File: src/rtl/bcd_digit_feeder_pkg.sv
// Shared display definitions for the binary-to-BCD digit feeder.
// Digit geometry, saturation ceiling and the converter state encoding.
package bcd_digit_feeder_pkg;

   localparam int DIGITS    = 4;
   localparam int BCD_W     = 4;
   localparam int SCRATCH_W = DIGITS * BCD_W;
   localparam int SAT_VAL   = 9999;

   typedef enum logic [1:0] {
      IDLE   = 2'd0,
      SHIFT  = 2'd1,
      COMMIT = 2'd2
   } state_t;

endpackage

File: src/rtl/bcd_digit_feeder_add3.sv
// Double-dabble nibble correction: a digit of 5 or more gets +3 so the
// following left shift carries cleanly into the next decimal digit.
module bcd_add3
   import bcd_digit_feeder_pkg::*;
(
   input  logic [BCD_W-1:0] nibble,
   output logic [BCD_W-1:0] fixed
);

   assign fixed = (nibble >= BCD_W'(5)) ? nibble + BCD_W'(3) : nibble;

endmodule

File: src/rtl/bcd_digit_feeder.sv
// Sequential binary-to-BCD converter feeding the 4-digit display driver.
// Digits, blink mask and overflow update atomically once per conversion.
module bcd_digit_feeder #(
   parameter int IN_W    = 14,
   parameter int SAT_VAL = bcd_digit_feeder_pkg::SAT_VAL
) (
   input  logic            clock,
   input  logic            reset,
   input  logic            in_valid,
   output logic            in_ready,
   input  logic [IN_W-1:0] in_value,
   input  logic [3:0]      in_blink,
   output logic [3:0]      x1,
   output logic [3:0]      x2,
   output logic [3:0]      x3,
   output logic [3:0]      x4,
   output logic [3:0]      switch,
   output logic            overflow,
   output logic            done
);

   import bcd_digit_feeder_pkg::*;

   localparam int              CNT_W   = $clog2(IN_W);
   localparam logic [IN_W-1:0] SAT_LIM = IN_W'(SAT_VAL);

   state_t                        state;
   state_t                        next_state;
   logic                          accept;
   logic                          commit;
   logic [IN_W-1:0]               src;
   logic [SCRATCH_W-1:0]          scratch;
   logic [SCRATCH_W-1:0]          corrected;
   logic [SCRATCH_W+IN_W-1:0]     shifted;
   logic [CNT_W-1:0]              cnt;
   logic                          ovf_pend;
   logic [3:0]                    blink_pend;

   for (genvar i = 0; i < DIGITS; i++) begin : g_add3
      bcd_add3 u_add3 (
         .nibble (scratch[i*BCD_W +: BCD_W]),
         .fixed  (corrected[i*BCD_W +: BCD_W])
      );
   end

   // Corrected digits and the remaining source bits shift as one register.
   assign shifted  = {corrected, src} << 1;
   assign in_ready = (state == IDLE);

   always_ff @(posedge clock) begin
      if (reset) state <= IDLE;
      else       state <= next_state;
   end

   always_comb begin
      next_state = state;
      accept     = 1'b0;
      commit     = 1'b0;
      case (state)
         IDLE: begin
            if (in_valid) begin
               accept     = 1'b1;
               next_state = SHIFT;
            end
         end
         SHIFT: begin
            if (cnt == CNT_W'(IN_W - 1)) next_state = COMMIT;
         end
         COMMIT: begin
            commit     = 1'b1;
            next_state = IDLE;
         end
         default: next_state = IDLE;
      endcase
   end

   // Visible outputs only ever load in COMMIT, so the display never sees a
   // half-converted value.
   always_ff @(posedge clock) begin
      if (reset) begin
         src        <= '0;
         scratch    <= '0;
         cnt        <= '0;
         ovf_pend   <= 1'b0;
         blink_pend <= '0;
         x1         <= '0;
         x2         <= '0;
         x3         <= '0;
         x4         <= '0;
         switch     <= '0;
         overflow   <= 1'b0;
         done       <= 1'b0;
      end else begin
         done <= commit;
         if (accept) begin
            src        <= (in_value > SAT_LIM) ? SAT_LIM : in_value;
            ovf_pend   <= (in_value > SAT_LIM);
            blink_pend <= in_blink;
            scratch    <= '0;
            cnt        <= '0;
         end else if (state == SHIFT) begin
            {scratch, src} <= shifted;
            cnt            <= cnt + CNT_W'(1);
         end
         if (commit) begin
            x1       <= scratch[3:0];
            x2       <= scratch[7:4];
            x3       <= scratch[11:8];
            x4       <= scratch[15:12];
            switch   <= blink_pend;
            overflow <= ovf_pend;
         end
      end
   end

endmodule
File: config.mk
export PLATFORM = sky130hd
export DESIGN_NAME = bcd_digit_feeder
export DESIGN_NICKNAME = d
export VERILOG_FILES = /design/src/rtl/bcd_digit_feeder_pkg.sv /design/src/rtl/bcd_digit_feeder_add3.sv /design/src/rtl/bcd_digit_feeder.sv
export SDC_FILE = /design/constraint.sdc
export NUM_CORES = 1
export LEC_CHECK = 0
export ABC_AREA = 1
export CORE_ASPECT_RATIO = 0.9
export CORE_MARGIN = 4
export CORE_UTILIZATION = 54
export CTS_CLUSTER_SIZE = 8
export DETAILED_ROUTE_END_ITERATION = 16
export GPL_TIMING_DRIVEN = 0
export PLACE_DENSITY = 0.79
export SYNTH_ARGS = -nofsm -noshare
export SYNTH_HDL_FRONTEND = slang
export SYNTH_HIERARCHICAL = 1
export SYNTH_SLANG_ARGS = --single-unit
File: constraint.sdc
create_clock -name clock -period 1.85 [get_ports clock]
set_clock_uncertainty 0.2 [all_clocks]
set_input_delay 0.2775 -clock clock [delete_from_list [all_inputs] [get_ports clock]]
set_output_delay 0.2775 -clock clock [all_outputs]
set_load 0.005 [all_outputs]
==> impl_summary.log, run 1 <==
INFO  metric port_buffers = 43
INFO  metric final-max-slew-violation-count = 0
INFO  metric post_drt_wl_per_cell = 12.76 um
INFO  metric crit_family = buffers and inverters
INFO  metric worstHoldEndpoint = overflow$_SDFFE_PP0P_
INFO  metric grt_first_pass_wirelength = 12100 um
INFO  metric syn_nets = 436
INFO  metric route.detailed.drc = 0
INFO  metric outcome = completed
INFO  metric die_w = 86.67 um
INFO  metric setup.worst_path.end_class = primary output
INFO  metric clkLatencyLatePin = 0.35 ns
INFO  metric timing.reg2reg.setup_slack = 0.24 ns
INFO  metric power_leakage = 1.536 nW
INFO  metric mostFrequentLayoutCells = sky130_fd_sc_hd__nand2_1, sky130_fd_sc_hd__nor2_1, sky130_fd_sc_hd__dfxtp_1
INFO  metric finalCritPeriodShare = 0.9107
INFO  metric cts_sinks = 63
INFO  metric number_of_global_route_vias_before_repair = 2700
INFO  metric num-nets-final = 490
INFO  metric power_density_over_the_cells = 869.0 nW/um2
INFO  metric antenna-diode-count = 0
INFO  metric detail-route-antenna-nets = 0
INFO  metric boundaryPins = 44
INFO  metric numCtsBuffers = 9
INFO  metric path_depth = 1
INFO  metric finalWirelength = 6778 um
INFO  metric die-height = 78.81 um
INFO  metric synth.cell_area = 3008 um2
INFO  metric number_of_fill_cells = 441
INFO  metric first_iter_violations = 122
INFO  metric core_area = 5318 um2
INFO  metric worst_hold_path.num_cells = 2
INFO  metric drive_above_1_share = 0.1444
INFO  metric clkTransAtPathRegs = 0.08 ns
INFO  metric final-hold-violation-count = 0
INFO  metric regToRegStartpoint = scratch[0]$_SDFFE_PP0P_
INFO  metric holdBufCountCts = 0
INFO  metric ff_latch_area = 1262 um2
INFO  metric slew-limit-headroom = 0.7082
INFO  metric crit_path_cell_trace = clkdlybuf4s50_1
INFO  metric area_delta_synth_final = 26.04%
INFO  metric cp_data_required_time = 1.37 ns
INFO  metric worst_r2r_endpoint = scratch[2]$_SDFFE_PP0P_
INFO  metric layout_commonest_cell = sky130_fd_sc_hd__nand2_1
INFO  metric multiInputGateArea = 1510 um2
INFO  metric fin_util = 0.7129
INFO  metric hold_removal_path_class = reg -> reg
INFO  metric worstPathMaxFanout = 2
INFO  metric r2r.worst_path.cells = 8
INFO  metric critPathKind = reg -> out
INFO  metric critical-path-max-stage-delay = 0.52 ns
INFO  metric grt_max_degree = 13
INFO  metric syn-mean-instance-area = 7.427 um2
INFO  metric detailedPlacementHpwl = 4836 um
INFO  metric clockBufferDepth = 2
INFO  metric hold_path_startpoint = ovf_pend$_SDFFE_PP0P_
INFO  metric ys.warnings.count = 6
INFO  metric placementRows = 25
INFO  metric arrival_time_reported_for_the_critical_path_endpoint = 1.21 ns
INFO  metric antenna_found_initial = 0
INFO  metric crit_buf_inv = 1
INFO  metric initial_util = 0.5656
INFO  metric worst_pin_slew = 0.4377 ns
INFO  metric fin_crit = 1.685 ns
INFO  metric detail_route.vias_per_cell = 5.213
INFO  metric cap_viol_max_count = 0
INFO  metric routabilityCongestion = 0.8436
INFO  metric grt_remaining_overflow = 0
INFO  metric critPathSlowestCell = sky130_fd_sc_hd__clkdlybuf4s50_1
INFO  metric cts_tree = done
INFO  metric rsz0062_at_grt = false
INFO  metric fp.dieArea = 6830 um2
INFO  metric routed-via-count = 2768
INFO  metric post-place-cells = 515
INFO  metric final_cells = 531
INFO  metric vdd_drop_max = 0.6142 mV
INFO  metric gr-usage-all-layers = 0.2225
INFO  metric timing.fmax = 593.6 MHz
INFO  metric cts_root_buf = sky130_fd_sc_hd__clkbuf_8
INFO  metric drtPass1Iterations = 5
INFO  metric setup-violations-final = 0
INFO  metric timing.critical_path.from_type = flip-flop
INFO  metric h-tree-depth = 3
INFO  metric syn-instance-count = 405
==> metal layers <==
metal / vias to the layer above / routed length (um) / track usage
met4: 0 / 149 / 0.08255
met1: 1274 / 2992 / 0.2593
li1: 1412 / - / -
met2: 64 / 3245 / 0.3815
met3: 18 / 391 / 0.06846
met5: - / 0 / 0
==> power by group <==
| group | internal (W) | total [W] | leakage (nW) | switching [W] |
|---|---|---|---|---|
| combinational | 0.000116 | 0.000275 | 0.895 | 0.000158 |
| clock | 0.00104 | 0.00160 | 0.130 | 0.000565 |
| sequential | 0.00140 | 0.00142 | 0.512 | 0.0000227 |
==> flip-flops by register name (all words and copies together), names as in the netlist <==
register,cells
scratch,16
src,14
x3,4
ovf_pend,1
cnt,4
done,1
state,2
switch,4
overflow,1
blink_pend,4
x4,4
x2,4
x1,4
==> layout make-up <==
cell class | count | share of cell area
Multi-Input combinational cell | 294 | 0.3983
Sequential cell | 63 | 0.3330
Timing Repair Buffer | 43 | 0.1132
Clock inverter | 7 | 0.03828
Inverter | 32 | 0.03366
Clock buffer | 9 | 0.03267
Buffer | 16 | 0.02871
Tap cell | 67 | 0.02211
==> per-stage QoR <==
step | worst slack (ns) | cell area (um2) | power, W | TNS [ns] | hold WS (ns)
global placement | -0.08627 | 3522 | 0.001717 | -0.09311 | 0.2437
CTS | 0.1541 | 3791 | 0.003321 | 0 | 0.2650
global route | 0.05573 | 3791 | 0.003432 | 0 | 0.2903
detailed placement | -0.1397 | 3522 | 0.001724 | -0.7130 | 0.2506
finish | 0.1653 | 3791 | 0.003295 | 0 | 0.2666
floorplan | 0.4414 | 3008 | 0.001620 | 0 | 0.1565
==> how the worst max path moves through the flow <==
stage	slack, ns	endpoint	startpoint
floorplan	0.44	scratch[2]$_SDFFE_PP0P_	scratch[0]$_SDFFE_PP0P_
global placement	-0.09	src[7]$_SDFFE_PP0P_	reset
detailed placement	-0.14	src[7]$_SDFFE_PP0P_	reset
CTS	0.15	switch[2]	switch[2]$_SDFFE_PP0P_
global route	0.06	src[7]$_SDFFE_PP0P_	reset
finish	0.17	switch[2]	switch[2]$_SDFFE_PP0P_
==> timing repair <==
| action | 4_1_cts | 5_1_grt |
|---|---|---|
| endpoints found under the setup margin | 1 | 0 |
| resized for setup | 2 | 0 |
| setup buffers | 0 | 0 |
Power figures use the tool's default switching activity.
==> run 2: changes to the inputs <==
- RECOVER_POWER: not set -> 25
- SLEW_MARGIN: not set -> 20
==> impl_summary.log, run 2 (synthesis results as in run 1) <==
INFO  metric crit_family = buffers and inverters
INFO  metric worstPathMaxFanout = 2
INFO  metric biggestRegsByFlops = scratch x16, src x14
INFO  metric timing.reg2reg.setup_slack = 0.18 ns
INFO  metric number_of_fill_cells = 449
INFO  metric drtPass1Iterations = 4
INFO  metric finalWirelength = 6811 um
INFO  metric finalCritPeriodShare = 0.9109
INFO  metric pwr-share-comb = 0.082
INFO  metric fin_util = 0.7064
INFO  metric number_of_global_route_vias_before_repair = 2700
INFO  metric totalPowerFinal = 0.003289 W
INFO  metric h-tree-depth = 3
INFO  metric detail-route-antenna-nets = 0
INFO  metric numCtsBuffers = 9
INFO  metric detail_route.vias_per_cell = 5.183
INFO  metric initial_util = 0.5656
INFO  metric power_leakage = 1.528 nW
INFO  metric final-hold-violation-count = 0
INFO  metric dp_slack = -0.1397 ns
INFO  metric post_cts_buffers = 0
INFO  metric fin_crit = 1.685 ns
INFO  metric gr-usage-all-layers = 0.2225
INFO  metric boundaryPins = 44
INFO  metric regMostFlops = scratch
INFO  metric final.hold.worst_slack = 0.2670 ns
INFO  metric r2r.worst_path.cells = 5
INFO  metric internal_power = 0.002544 W
INFO  metric route.detailed.drc = 0
INFO  metric power_density_over_the_cells = 875.6 nW/um2
INFO  metric switching_share = 0.2266
INFO  metric worst_r2r_endpoint = ovf_pend$_SDFFE_PP0P_
INFO  metric cts_tree = done
INFO  metric die-height = 78.81 um
INFO  metric crit_buf_inv = 1
INFO  metric outcome = completed
INFO  metric worst_hold_path.num_cells = 2
INFO  metric cap_viol_max_count = 0
INFO  metric antenna_found_initial = 0
INFO  metric grt_remaining_overflow = 0
INFO  metric fp.dieArea = 6830 um2
INFO  metric vdd_drop_max = 0.6138 mV
INFO  metric core_area = 5318 um2
INFO  metric switching_power = 0.0007452 W
INFO  metric detailedPlacementHpwl = 4836 um
INFO  metric clkTransAtPathRegs = 0.08 ns
INFO  metric setup.worst_path.end_class = primary output
INFO  metric post_drt_wl_per_cell = 12.83 um
INFO  metric regToRegStartpoint = state[0]$_SDFFE_PP0P_
INFO  metric cts_root_buf = sky130_fd_sc_hd__clkbuf_8
INFO  metric first_iter_violations = 105
INFO  metric final.setup.worst_slack = 0.1649 ns
INFO  metric num-nets-final = 490
INFO  metric largest_register_ff_count = 16
INFO  metric final_cells = 531
INFO  metric clock_power_share = 0.487
INFO  metric critical-path-max-stage-delay = 0.52 ns
INFO  metric crit_path_cell_trace = clkdlybuf4s50_1
INFO  metric worstHoldEndpoint = overflow$_SDFFE_PP0P_
INFO  metric critPathKind = reg -> out
INFO  metric post-place-cells = 515
INFO  metric routed-via-count = 2752
INFO  metric slew-limit-headroom = 0.6468
INFO  metric hold_removal_path_class = reg -> reg
INFO  metric cts_sinks = 63
INFO  metric setup-violations-final = 0
INFO  metric worst_pin_slew = 0.5297 ns
INFO  metric clockBufferDepth = 2
INFO  metric final-max-slew-violation-count = 0
INFO  metric hold_path_startpoint = ovf_pend$_SDFFE_PP0P_
INFO  metric timing.fmax = 593.4 MHz
INFO  metric arrival_time_reported_for_the_critical_path_endpoint = 1.21 ns
INFO  metric grt_max_degree = 13
INFO  metric antenna-diode-count = 0
INFO  metric rsz0062_at_grt = false
INFO  metric routabilityCongestion = 0.8436
INFO  metric timing.critical_path.from_type = flip-flop
INFO  metric cp_data_required_time = 1.37 ns
INFO  metric critPathSlowestCell = sky130_fd_sc_hd__clkdlybuf4s50_1
INFO  metric clkLatencyLatePin = 0.35 ns
INFO  metric grt_first_pass_wirelength = 12100 um
INFO  metric placementRows = 25
INFO  metric mostFrequentLayoutCells = sky130_fd_sc_hd__nand2_1, sky130_fd_sc_hd__nor2_1, sky130_fd_sc_hd__dfxtp_1
INFO  metric layout_commonest_cell = sky130_fd_sc_hd__nand2_1
INFO  metric die_w = 86.67 um
INFO  metric drive_above_1_share = 0.1293
INFO  metric area_delta_synth_final = 24.88%
INFO  metric port_buffers = 43
INFO  metric sequentialPowerShare = 0.431
[run 2: cell types whose count changed in the layout (fill, tap and decap cells not counted), sizes merged]
cell | previous run | this run
buf | 11 | 8
clkbuf | 14 | 17
[run 2: power by group through the flow]
| stage | logic [W] | clock network [W] | registers (W) |
|---|---|---|---|
| 6_report | 0.000271 | 0.00160 | 0.00142 |
| 5_1_grt | 0.000303 | 0.00170 | 0.00142 |
| 4_1_cts | 0.000276 | 0.00163 | 0.00142 |
| 3_5_place_dp | 0.000274 | 0 | 0.00145 |
| 3_3_place_gp | 0.000268 | 0 | 0.00145 |
| 2_1_floorplan | 0.000175 | 0 | 0.00145 |
[run 2: through the flow]
step	setup TNS (ns)	cell area, um2
3_3_place_gp	-0.09311	3522
4_1_cts	0	3791
2_1_floorplan	0	3008
6_report	0	3756
5_1_grt	0	3756
3_5_place_dp	-0.7130	3522
[run 2: final cells by class]
cell class,instances,area [um2],share of cell area
Sequential cell,63,1261,0.3358
Tap cell,67,83.83,0.02232
Multi-Input combinational cell,294,1483,0.3947
Clock buffer,9,123.9,0.03298
Timing Repair Buffer,43,429.2,0.1143
Inverter,32,127.6,0.03398
Buffer,16,102.6,0.02732
Clock inverter,7,145.1,0.03864
[run 2: worst max path at each step]
stage	to	cells past startpoint	slack, ns	from
after floorplan	scratch[2]$_SDFFE_PP0P_	8	0.44	scratch[0]$_SDFFE_PP0P_
after global placement	src[7]$_SDFFE_PP0P_	7	-0.09	reset
after detailed placement	src[7]$_SDFFE_PP0P_	7	-0.14	reset
after CTS	switch[2]	1	0.15	switch[2]$_SDFFE_PP0P_
after global routing	x1[0]$_SDFFE_PP0P_	6	0.05	state[1]$_SDFFE_PP0P_
final	switch[2]	1	0.16	switch[2]$_SDFFE_PP0P_
[run 2: repair_timing]
action / 4_1_cts / 5_1_grt
hold buffers: 0 / 0
endpoints found under the setup margin: 1 / 0
endpoints found under the hold margin: 0 / 0
gates resized for setup: 2 / 0
[run 2: routing by layer]
metal | up-vias | GRT usage | routed length (um)
li1 | 1411 | - | -
met1 | 1270 | 0.2593 | 3044
met2 | 57 | 0.3815 | 3236
met3 | 14 | 0.06846 | 412
met4 | 0 | 0.08255 | 117
met5 | - | 0 | 0
==> run 3: changes to the inputs <==
- CELL_PAD_IN_SITES_DETAIL_PLACEMENT: not set -> 0
- CELL_PAD_IN_SITES_GLOBAL_PLACEMENT: not set -> 1
- CORE_UTILIZATION: 54 -> 39
- PLACE_DENSITY: 0.79 -> not set
- PLACE_DENSITY_LB_ADDON: not set -> 0.08
==> impl_summary.log, run 3 (synthesis results as in run 1) <==
INFO  metric vdd_drop_max = 0.4313 mV
INFO  metric worstPathMaxFanout = 10
INFO  metric totalPowerFinal = 0.002931 W
INFO  metric die-height = 91.32 um
INFO  metric fin_crit = 1.733 ns
INFO  metric number_of_global_route_vias_before_repair = 2432
INFO  metric timing.reg2reg.setup_slack = 0.22 ns
INFO  metric grt_use_met1 = 0.2262
INFO  metric worst_hold_path.num_cells = 2
INFO  metric timing.critical_path.from_type = input port
INFO  metric worstHoldEndpoint = switch[3]$_SDFFE_PP0P_
INFO  metric critPathKind = in -> reg
INFO  metric final-hold-violation-count = 0
INFO  metric boundaryPins = 44
INFO  metric crit_path_start = reset
INFO  metric drive_above_1_share = 0.1398
INFO  metric numCtsBuffers = 9
INFO  metric layout.cell_area.non_filler = 3770 um2
INFO  metric cts_sinks = 63
INFO  metric clockBufferDepth = 2
INFO  metric detail_route.vias_per_cell = 4.731
INFO  metric port_buffers = 43
INFO  metric outcome = completed
INFO  metric die_w = 100.6 um
INFO  metric setup-violations-final = 0
INFO  metric detailedPlacementHpwl = 5116 um
INFO  metric worst_pin_slew = 0.5433 ns
INFO  metric num-nets-final = 491
INFO  metric largest_register_ff_count = 16
INFO  metric drtPass1Iterations = 4
INFO  metric grt_remaining_overflow = 0
INFO  metric finalCritPeriodShare = 0.9368
INFO  metric first_iter_violations = 71
INFO  metric routed-via-count = 2654
INFO  metric clkTransAtPathRegs = 0.07 ns
INFO  metric final.hold.worst_slack = 0.2581 ns
INFO  metric regMostFlops = scratch
INFO  metric hold_removal_path_class = reg -> reg
INFO  metric h-tree-depth = 3
INFO  metric gr-usage-all-layers = 0.1626
INFO  metric antenna-diode-count = 0
INFO  metric timing.fmax = 577.0 MHz
INFO  metric mostFrequentLayoutCells = sky130_fd_sc_hd__nand2_1, sky130_fd_sc_hd__nor2_1, sky130_fd_sc_hd__dfxtp_1
INFO  metric clkLatencyLatePin = 0.33 ns
INFO  metric placement.cell_area = 3558 um2
INFO  metric core_area = 7507 um2
INFO  metric finalWirelength = 6967 um
INFO  metric met3_capacity_usage_during_global_routing = 0.05760
INFO  metric power_leakage = 1.521 nW
INFO  metric area_delta_synth_final = 25.33%
INFO  metric rsz0062_at_grt = false
INFO  metric cap_viol_max_count = 0
INFO  metric final-max-slew-violation-count = 0
INFO  metric placementRows = 30
INFO  metric cts_root_buf = sky130_fd_sc_hd__clkbuf_8
INFO  metric fp.dieArea = 9184 um2
INFO  metric regToRegStartpoint = state[1]$_SDFFE_PP0P_
INFO  metric cp_data_required_time = 1.92 ns
INFO  metric arrival_time_reported_for_the_critical_path_endpoint = 1.81 ns
INFO  metric grt_max_degree = 11
INFO  metric fin_util = 0.5022
INFO  metric routabilityCongestion = 0.8359
INFO  metric worst_r2r_endpoint = scratch[15]$_SDFFE_PP0P_
INFO  metric r2r.worst_path.cells = 5
INFO  metric route.detailed.drc = 0
INFO  metric initial_util = 0.4007
INFO  metric detail-route-antenna-nets = 0
INFO  metric layout_commonest_cell = sky130_fd_sc_hd__nand2_1
INFO  metric use_met2 = 0.2390
INFO  metric slew-limit-headroom = 0.6378
INFO  metric power_density_over_the_cells = 777.5 nW/um2
INFO  metric cts_tree = done
INFO  metric antenna_found_initial = 0
INFO  metric setup.worst_path.end_class = flip-flop
INFO  metric hold_path_startpoint = blink_pend[3]$_SDFFE_PP0P_
INFO  metric biggestRegsByFlops = scratch x16, src x14
INFO  metric busiest_metal_layer_after_global_routing = met2
INFO  metric post_drt_wl_per_cell = 12.42 um
INFO  metric grt_first_pass_wirelength = 11750 um
-- run 3: area by class of cell --
class	count	area [um2]
multi-input cells	294	1503
repair buffers	44	437.9
fillers	776	3737
clock inverters	3	40.04
well taps	96	120.1
flip-flops and latches	63	1265
plain buffers	16	107.6
clock buffers	13	168.9
inverters	32	127.6
-- run 3: power breakdown --
group	leakage, nW	total, W	internal (W)	switching [W]
clock network	0.109	0.00124	0.000729	0.000506
logic	0.899	0.000277	0.000118	0.000159
registers	0.512	0.00142	0.00140	0.0000221
-- run 3: timing repair --
action / in CTS / in global routing
gates resized for setup: 1 / 2
hold endpoints to repair: 0 / 0
setup endpoints to repair: 1 / 1
hold buffers: 0 / 0
setup buffers: 1 / 0
pin swaps: 1 / 0
-- run 3: worst max path at each step --
stage / endpoint / slack, ns / cells after the start
after global routing: src[7]$_SDFFE_PP0P_ / 0.04 / 7
after global placement: src[7]$_SDFFE_PP0P_ / -0.16 / 7
after floorplan: scratch[2]$_SDFFE_PP0P_ / 0.44 / 8
after CTS: in_ready / 0.02 / 2
after detailed placement: src[7]$_SDFFE_PP0P_ / -0.21 / 7
final: src[7]$_SDFFE_PP0P_ / 0.12 / 7
-- run 3: critical path, cell delays in order --
cell and delay (ns):
sky130_fd_sc_hd__clkdlybuf4s50_1 0.47, sky130_fd_sc_hd__inv_1 0.22, sky130_fd_sc_hd__clkbuf_1 0.39, sky130_fd_sc_hd__o21ai_0 0.17, sky130_fd_sc_hd__nor2_1 0.12, sky130_fd_sc_hd__o21ai_1 0.07, sky130_fd_sc_hd__nor2_1 0.08
-- run 3: stage by stage --
step           TNS [ns]  std cells  setup WS [ns]
4_1_cts               0        561        0.01789
3_3_place_gp     -1.970        544        -0.1620
2_1_floorplan         0        405         0.4414
3_5_place_dp     -2.074        544        -0.2138
5_1_grt               0        561        0.04136
6_report              0        561         0.1169
-- run 3: metal layers --
layer	wire [um]	share of wire	vias up
met5	0	0	-
met4	64	0.0092	0
met3	292	0.042	5
met2	3063	0.44	42
met1	3548	0.51	1195
li1	-	-	1412
